### src/rtl/hilo_muldiv_if.sv
// Issue/result bundle between EX and the HI/LO multiply-divide unit.
// master: the pipeline side; slave: the hilo_muldiv unit.
interface hilo_muldiv_if #(
  parameter int WIDTH = 32
);
  logic             start;
  logic [2:0]       op;
  logic [WIDTH-1:0] src_a;
  logic [WIDTH-1:0] src_b;
  logic             cancel;
  logic             use_hilo;
  logic             busy;
  logic             done;
  logic             stall;
  logic [WIDTH-1:0] hi;
  logic [WIDTH-1:0] lo;

  modport master (
    output start, op, src_a, src_b, cancel, use_hilo,
    input  busy, done, stall, hi, lo
  );

  modport slave (
    input  start, op, src_a, src_b, cancel, use_hilo,
    output busy, done, stall, hi, lo
  );
endinterface

### src/rtl/hilo_muldiv.sv
// HI/LO register owner. MTHI/MTLO write in one edge; MULT/MULTU/DIV/DIVU
// run iteratively (one bit per cycle) on magnitudes, then a FIX cycle
// applies sign correction and writes HI/LO.
// WIDTH must match the WIDTH of the connected hilo_muldiv_if.
module hilo_muldiv #(
  parameter int WIDTH = 32,
  parameter int CNT_W = 6
) (
  input  logic           clk,
  input  logic           rst_n,
  hilo_muldiv_if.slave   bus
);

  typedef enum logic [1:0] {IDLE, RUN, FIX} state_t;

  localparam logic [CNT_W-1:0] LAST = CNT_W'(WIDTH - 1);

  state_t               state;
  logic [CNT_W-1:0]     cnt;
  logic [2*WIDTH-1:0]   acc;
  logic [WIDTH-1:0]     opnd_b;
  logic [WIDTH-1:0]     raw_a;
  logic                 is_div;
  logic                 neg_q;
  logic                 neg_r;
  logic                 div0;
  logic [WIDTH-1:0]     hi_q;
  logic [WIDTH-1:0]     lo_q;
  logic                 busy_q;
  logic                 done_q;

  logic                 op_signed;
  logic                 op_div;
  logic                 a_neg;
  logic                 b_neg;
  logic [WIDTH-1:0]     a_mag;
  logic [WIDTH-1:0]     b_mag;
  logic [WIDTH:0]       mul_sum;
  logic [WIDTH:0]       div_trial;
  logic [2*WIDTH-1:0]   acc_next;
  logic [2*WIDTH-1:0]   prod_fix;
  logic [WIDTH-1:0]     q_fix;
  logic [WIDTH-1:0]     r_fix;

  assign bus.hi    = hi_q;
  assign bus.lo    = lo_q;
  assign bus.busy  = busy_q;
  assign bus.done  = done_q;
  assign bus.stall = bus.use_hilo && busy_q;

  // Issue decode: operand magnitudes and signs for the accepted op.
  always_comb begin
    op_signed = (bus.op == 3'd0) || (bus.op == 3'd2);
    op_div    = (bus.op == 3'd2) || (bus.op == 3'd3);
    a_neg     = op_signed && bus.src_a[WIDTH-1];
    b_neg     = op_signed && bus.src_b[WIDTH-1];
    a_mag     = a_neg ? (~bus.src_a + 1'b1) : bus.src_a;
    b_mag     = b_neg ? (~bus.src_b + 1'b1) : bus.src_b;
  end

  // One iteration: shift-add for multiply, restoring shift-subtract for
  // divide (remainder in the upper half, quotient bits enter at bit 0).
  always_comb begin
    mul_sum   = {1'b0, acc[2*WIDTH-1:WIDTH]} + (acc[0] ? {1'b0, opnd_b} : '0);
    div_trial = {acc[2*WIDTH-1:WIDTH], acc[WIDTH-1]} - {1'b0, opnd_b};
    if (is_div) begin
      if (!div_trial[WIDTH])
        acc_next = {div_trial[WIDTH-1:0], acc[WIDTH-2:0], 1'b1};
      else
        acc_next = {acc[2*WIDTH-2:0], 1'b0};
    end else begin
      acc_next = {mul_sum, acc[WIDTH-1:1]};
    end
    prod_fix = neg_q ? (~acc + 1'b1) : acc;
    q_fix    = neg_q ? (~acc[WIDTH-1:0] + 1'b1) : acc[WIDTH-1:0];
    r_fix    = neg_r ? (~acc[2*WIDTH-1:WIDTH] + 1'b1) : acc[2*WIDTH-1:WIDTH];
  end

  // Control FSM, datapath registers and HI/LO with registered busy/done.
  always_ff @(posedge clk or negedge rst_n) begin
    if (!rst_n) begin
      state  <= IDLE;
      cnt    <= '0;
      acc    <= '0;
      opnd_b <= '0;
      raw_a  <= '0;
      is_div <= 1'b0;
      neg_q  <= 1'b0;
      neg_r  <= 1'b0;
      div0   <= 1'b0;
      hi_q   <= '0;
      lo_q   <= '0;
      busy_q <= 1'b0;
      done_q <= 1'b0;
    end else begin
      done_q <= 1'b0;
      case (state)
        IDLE: begin
          if (bus.start && !bus.cancel) begin
            case (bus.op)
              3'd4: hi_q <= bus.src_a;
              3'd5: lo_q <= bus.src_a;
              3'd0, 3'd1, 3'd2, 3'd3: begin
                acc    <= {{WIDTH{1'b0}}, (op_div ? a_mag : b_mag)};
                opnd_b <= op_div ? b_mag : a_mag;
                raw_a  <= bus.src_a;
                is_div <= op_div;
                neg_q  <= a_neg ^ b_neg;
                neg_r  <= a_neg;
                div0   <= op_div && (bus.src_b == '0);
                cnt    <= '0;
                busy_q <= 1'b1;
                state  <= RUN;
              end
              default: ;
            endcase
          end
        end
        RUN: begin
          if (bus.cancel) begin
            busy_q <= 1'b0;
            state  <= IDLE;
          end else begin
            acc <= acc_next;
            if (cnt == LAST)
              state <= FIX;
            else
              cnt <= cnt + 1'b1;
          end
        end
        FIX: begin
          if (!bus.cancel) begin
            if (!is_div) begin
              hi_q <= prod_fix[2*WIDTH-1:WIDTH];
              lo_q <= prod_fix[WIDTH-1:0];
            end else if (div0) begin
              hi_q <= raw_a;
              lo_q <= '1;
            end else begin
              hi_q <= r_fix;
              lo_q <= q_fix;
            end
            done_q <= 1'b1;
          end
          busy_q <= 1'b0;
          state  <= IDLE;
        end
        default: state <= IDLE;
      endcase
    end
  end

endmodule

### src/flat_wrapper.sv
// flat-port wrapper written by rule: the top's interface ports become plain ports
module hilo_muldiv_flat 
#(
  parameter int WIDTH = 32,
  parameter int CNT_W = 6
)
  (clk, rst_n, bus_start, bus_op, bus_src_a, bus_src_b, bus_cancel, bus_use_hilo, bus_busy, bus_done, bus_stall, bus_hi, bus_lo);
  hilo_muldiv_if #(.WIDTH(WIDTH)) bus_i ();
  input  logic clk;
  input  logic rst_n;
  input wire logic [$bits(bus_i.start)-1:0] bus_start;
  input wire logic [$bits(bus_i.op)-1:0] bus_op;
  input wire logic [$bits(bus_i.src_a)-1:0] bus_src_a;
  input wire logic [$bits(bus_i.src_b)-1:0] bus_src_b;
  input wire logic [$bits(bus_i.cancel)-1:0] bus_cancel;
  input wire logic [$bits(bus_i.use_hilo)-1:0] bus_use_hilo;
  output wire logic [$bits(bus_i.busy)-1:0] bus_busy;
  output wire logic [$bits(bus_i.done)-1:0] bus_done;
  output wire logic [$bits(bus_i.stall)-1:0] bus_stall;
  output wire logic [$bits(bus_i.hi)-1:0] bus_hi;
  output wire logic [$bits(bus_i.lo)-1:0] bus_lo;
  assign bus_i.start = bus_start;
  assign bus_i.op = bus_op;
  assign bus_i.src_a = bus_src_a;
  assign bus_i.src_b = bus_src_b;
  assign bus_i.cancel = bus_cancel;
  assign bus_i.use_hilo = bus_use_hilo;
  assign bus_busy = bus_i.busy;
  assign bus_done = bus_i.done;
  assign bus_stall = bus_i.stall;
  assign bus_hi = bus_i.hi;
  assign bus_lo = bus_i.lo;
  hilo_muldiv #(.WIDTH(WIDTH), .CNT_W(CNT_W)) u_core (.clk(clk), .rst_n(rst_n), .bus(bus_i));
endmodule
### config.mk
export PLATFORM = sky130hd
export DESIGN_NAME = hilo_muldiv_flat
export DESIGN_NICKNAME = d
export VERILOG_FILES = /design/src/rtl/hilo_muldiv_if.sv /design/src/rtl/hilo_muldiv.sv /design/src/flat_wrapper.sv
export SDC_FILE = /design/constraint.sdc
export NUM_CORES = 1
export LEC_CHECK = 0
export CAP_MARGIN = 25
export CORE_ASPECT_RATIO = 1.4
export CORE_UTILIZATION = 56
export CTS_CLUSTER_SIZE = 20
export DETAILED_ROUTE_END_ITERATION = 12
export PLACE_DENSITY_LB_ADDON = 0.3
export RECOVER_POWER = 50
export SLEW_MARGIN = 20
export SYNTH_ARGS = -nofsm -noshare
export SYNTH_HDL_FRONTEND = slang
export SYNTH_SLANG_ARGS = --single-unit
### constraint.sdc
create_clock -name clk -period 5.9 [get_ports clk]
set_input_delay 1.18 -clock clk [delete_from_list [all_inputs] [get_ports clk]]
set_output_delay 1.18 -clock clk [all_outputs]
set_load 0.05 [all_outputs]
==> results.py <==
metrics = {
    "run_status": {
        "outcome": "complete, but fails checks",
        "violations": "max-capacitance violations, max-slew violations",
    },
    "place": {
        "dpl_cell_area_mm2": 0.0186,
        "dp_hpwl_um": 46900,
        "io_buffers": 138,
        "place.gp.congestion": 1.01,
    },
    "global_routing": {
        "grt_remaining_overflow": 0,
        "grt_use_total_pct": 41.0,
        "grt_max_degree": 120,
        "grt_pass1_vias": 16700,
        "antenna_found_initial": 1,
        "grt_pass1_wl_um": 96800,
    },
    "power_and_ir_drop": {
        "pwr-share-seq_pct": 26.2,
        "p_int_mw": 5.45,
        "netSwitchingFraction_pct": 50.4,
        "p_total_mw": 11.0,
        "p_per_area_mw_per_mm2": 564,
        "switchingPower_mw": 5.53,
        "pwr-share-clk_pct": 15.0,
        "ir_worst_vdd_v": 0.000338,
        "p_leak_nw": 8.50,
        "combinationalPowerShare_pct": 58.8,
    },
    "timing": {
        "setup_viol": 0,
        "post-route-period-util_pct": 82.7,
        "finalWorstPathRequiredPeriod_ns": 4.88,
        "slew_headroom_pct": -101,
        "tightest_slew_ns": 3.02,
        "max_freq_mhz": 205,
        "final.setup_skew_ns": 0.0192,
        "slew_violations": 62,
        "setup_tns_ns": 0,
        "whs_ns": 0.478,
        "rsz0062_at_grt": "no",
        "hold_viol": 0,
    },
    "synthesis": {
        "synth_area_mm2": 0.0171,
        "synth_flop_cell": "dfrtp_1",
        "yosysSeqAreaShare_pct": 30.1,
        "ys_warn_count": 0,
        "synth.distinct_cells": 76,
        "synth_seq_cells": 206,
        "syn-instance-count": 2226,
        "synthArstFlopShare_pct": 100,
        "synth-edff-count": 0,
        "syn_nets": 2373,
        "syn_avg_cell_area_um2": 7.69,
    },
    "clock_network": {
        "htree_levels": 1,
        "cts-hold-fix-buffers": 0,
        "cts_tree": "built",
        "cts_resized": 0,
        "cts_inserted_buffers": 24,
        "ctsRootBufferMaster": "clkbuf_16",
        "numClockSinks": 206,
        "clockBufferDepth": 3,
        "clk_latency_ns": 0.55,
        "post-cts-setup-buffers": 0,
        "clk_pin_slew_ns": 0.07,
    },
    "final_layout": {
        "nNetsFinal": 2407,
        "drive_gt1_share_pct": 5.49,
        "layout.cells.most_common": "nand2_1",
        "fillers": 2631,
        "area_growth_pct": 13.8,
        "design_area_mm2": 0.0195,
        "mostFrequentLayoutCells": "nand2_1 (326), o21ai_0 (262), dfrtp_1 (205), a21oi_1 (187), nor2_1 (184)",
    },
    "setup_path": {
        "path_max_fanout": 61,
        "reg2reg_to": "u_core.bus.lo[5]",
        "endpoint": "u_core.bus.lo[5]",
        "r2r_start": "u_core.state[0]",
        "criticalPathCategory": "flip-flop to flip-flop",
        "reg2reg_slack_ns": 1.02,
        "required_ns": 6.29,
        "crit_arrival_ns": 5.27,
        "cp-end-kind": "flip-flop",
        "reg2reg_depth": 7,
        "crit_path_start": "u_core.state[0]",
        "crit_path_start_kind": "flip-flop",
    },
    "floorplanning": {
        "core_mm2": 0.0300,
        "die_h_um": 209,
        "die_area_mm2": 0.0313,
        "die_w_um": 150,
        "start_util_pct": 57.0,
        "placementRows": 75,
        "ioPinCount": 139,
    },
    "drt": {
        "wirelength_um": 63800,
        "viasPerCell": 6.52,
        "wire_per_inst_um": 24.0,
        "drc": 0,
        "ant_nets": 0,
        "vias": 17400,
        "drt_iter0_drc": 1597,
        "drtPass1Iterations": 6,
    },
    "run": {
        "cap_violations": 1,
    },
    "worst_hold_path": {
        "holdCritPathClass": "flip-flop to flip-flop",
    },
}
==> synth_stat cells, drive strengths merged (5+ instances only) <==
cell type / count / area [um^2]
o221ai: 7 / 61.3
o41ai: 19 / 174
and2: 9 / 56.3
o2111ai: 5 / 43.8
mux2i: 42 / 420
xor2: 71 / 622
o22ai: 33 / 206
nand4: 10 / 62.6
nand2b: 27 / 169
or3: 24 / 156
nand3b: 5 / 37.5
or4: 21 / 165
ha: 73 / 913
o31a: 7 / 61.3
mux2: 31 / 349
nand2: 328 / 1230
xnor2: 125 / 1100
a31oi: 18 / 113
nor2b: 8 / 50.1
o21ai: 266 / 1340
and3: 25 / 156
nor3: 23 / 120
dfrtp: 206 / 5150
o211ai: 20 / 150
buf: 20 / 87.6
o31ai: 24 / 180
a21o: 29 / 218
a21oi: 187 / 936
or2: 8 / 50.1
a211oi: 41 / 308
inv: 61 / 229
nor4: 12 / 81.3
a22oi: 21 / 158
o21a: 13 / 97.6
nand3: 33 / 165
nor2: 185 / 694
clkbuf: 136 / 513
==> sequential cells by signal (all words and copies together) (netlist names) <==
signal / cells
u_core.bus.busy: 1
u_core.acc: 64
u_core.is_div: 1
u_core.neg_q: 1
u_core.opnd_b: 32
u_core.bus.done: 1
u_core.state: 2
u_core.cnt: 6
u_core.div0: 1
u_core.raw_a: 32
u_core.bus.hi: 32
u_core.neg_r: 1
u_core.bus.lo: 32
==> routing by layer <==
metal	vias up	wire, um	part of all wire [%]	global-route usage, %
li1	7994	-	-	-
met1	8233	24100	38	49.4
met2	900	29600	46	66.2
met3	232	4770	7.5	5.55
met4	2	5340	8.4	30.4
met5	-	15	0.023	0
==> worst max-delay path, stage by stage (launching register included) <==
cell and delay [ns]:
dfrtp_1 0.42, inv_1 0.10, ha_1 0.19, clkbuf_1 2.13, nand2_1 0.73, clkbuf_1 0.63
o22ai_1 0.31, o21ai_0 0.15
==> worst min path at each step <==
stage,from,endpoint,slack (ns),cells after the start
detailed placement,u_core.raw_a[18],u_core.raw_a[18],0.46,2
global placement,u_core.raw_a[22],u_core.raw_a[22],0.46,2
CTS,u_core.raw_a[18],u_core.raw_a[18],0.48,2
global route,u_core.raw_a[12],u_core.raw_a[12],0.51,2
floorplan,u_core.raw_a[22],u_core.raw_a[22],0.44,2
finish,u_core.raw_a[25],u_core.raw_a[25],0.48,2
==> power by group through the flow <==
stage	combinational [mW]	sequential [mW]	clock, mW
after floorplan	4.12	3.09	0
after global placement	6.23	2.84	0
after detailed placement	6.33	2.86	0
after CTS	6.38	2.84	1.65
after global routing	7.00	2.91	1.69
final	6.46	2.88	1.64
==> area by class of cell <==
class	count	area, um^2	area share (%)
clock inverter	13	184	0.945
antenna	1	2.50	0.0129
clock buffer	31	668	3.43
sequential	206	5160	26.5
timing repair buffer	164	1590	8.18
multi-input combinational	1800	11100	57.2
inverter	64	240	1.23
tap	385	482	2.47
==> stage by stage <==
stage / util (%) / worst slack, ns / instances
final: 64.8 / 1.02 / 2664
after global placement: 62.0 / 1.26 / 2618
after CTS: 64.8 / 1.55 / 2662
after floorplan: - / 2.20 / 2226
after detailed placement: 62.0 / 1.19 / 2618
after global routing: 64.8 / 0.779 / 2663
==> kinds of logic after synthesis <==
logic type               count (synthesis)  share of synthesized area [%]
buffers and inverters                  220                           4.91
AO/OA/AOI/OAI                          727                           25.6
adder cells (fa/ha/maj)                 75                           5.57
AND/OR/NAND/NOR                        729                           19.2
flip-flops                             206                           30.1
XOR/XNOR                               196                           10.1
multiplexers                            73                           4.50
No activity file was read; power rests on OpenSTA's default activity.
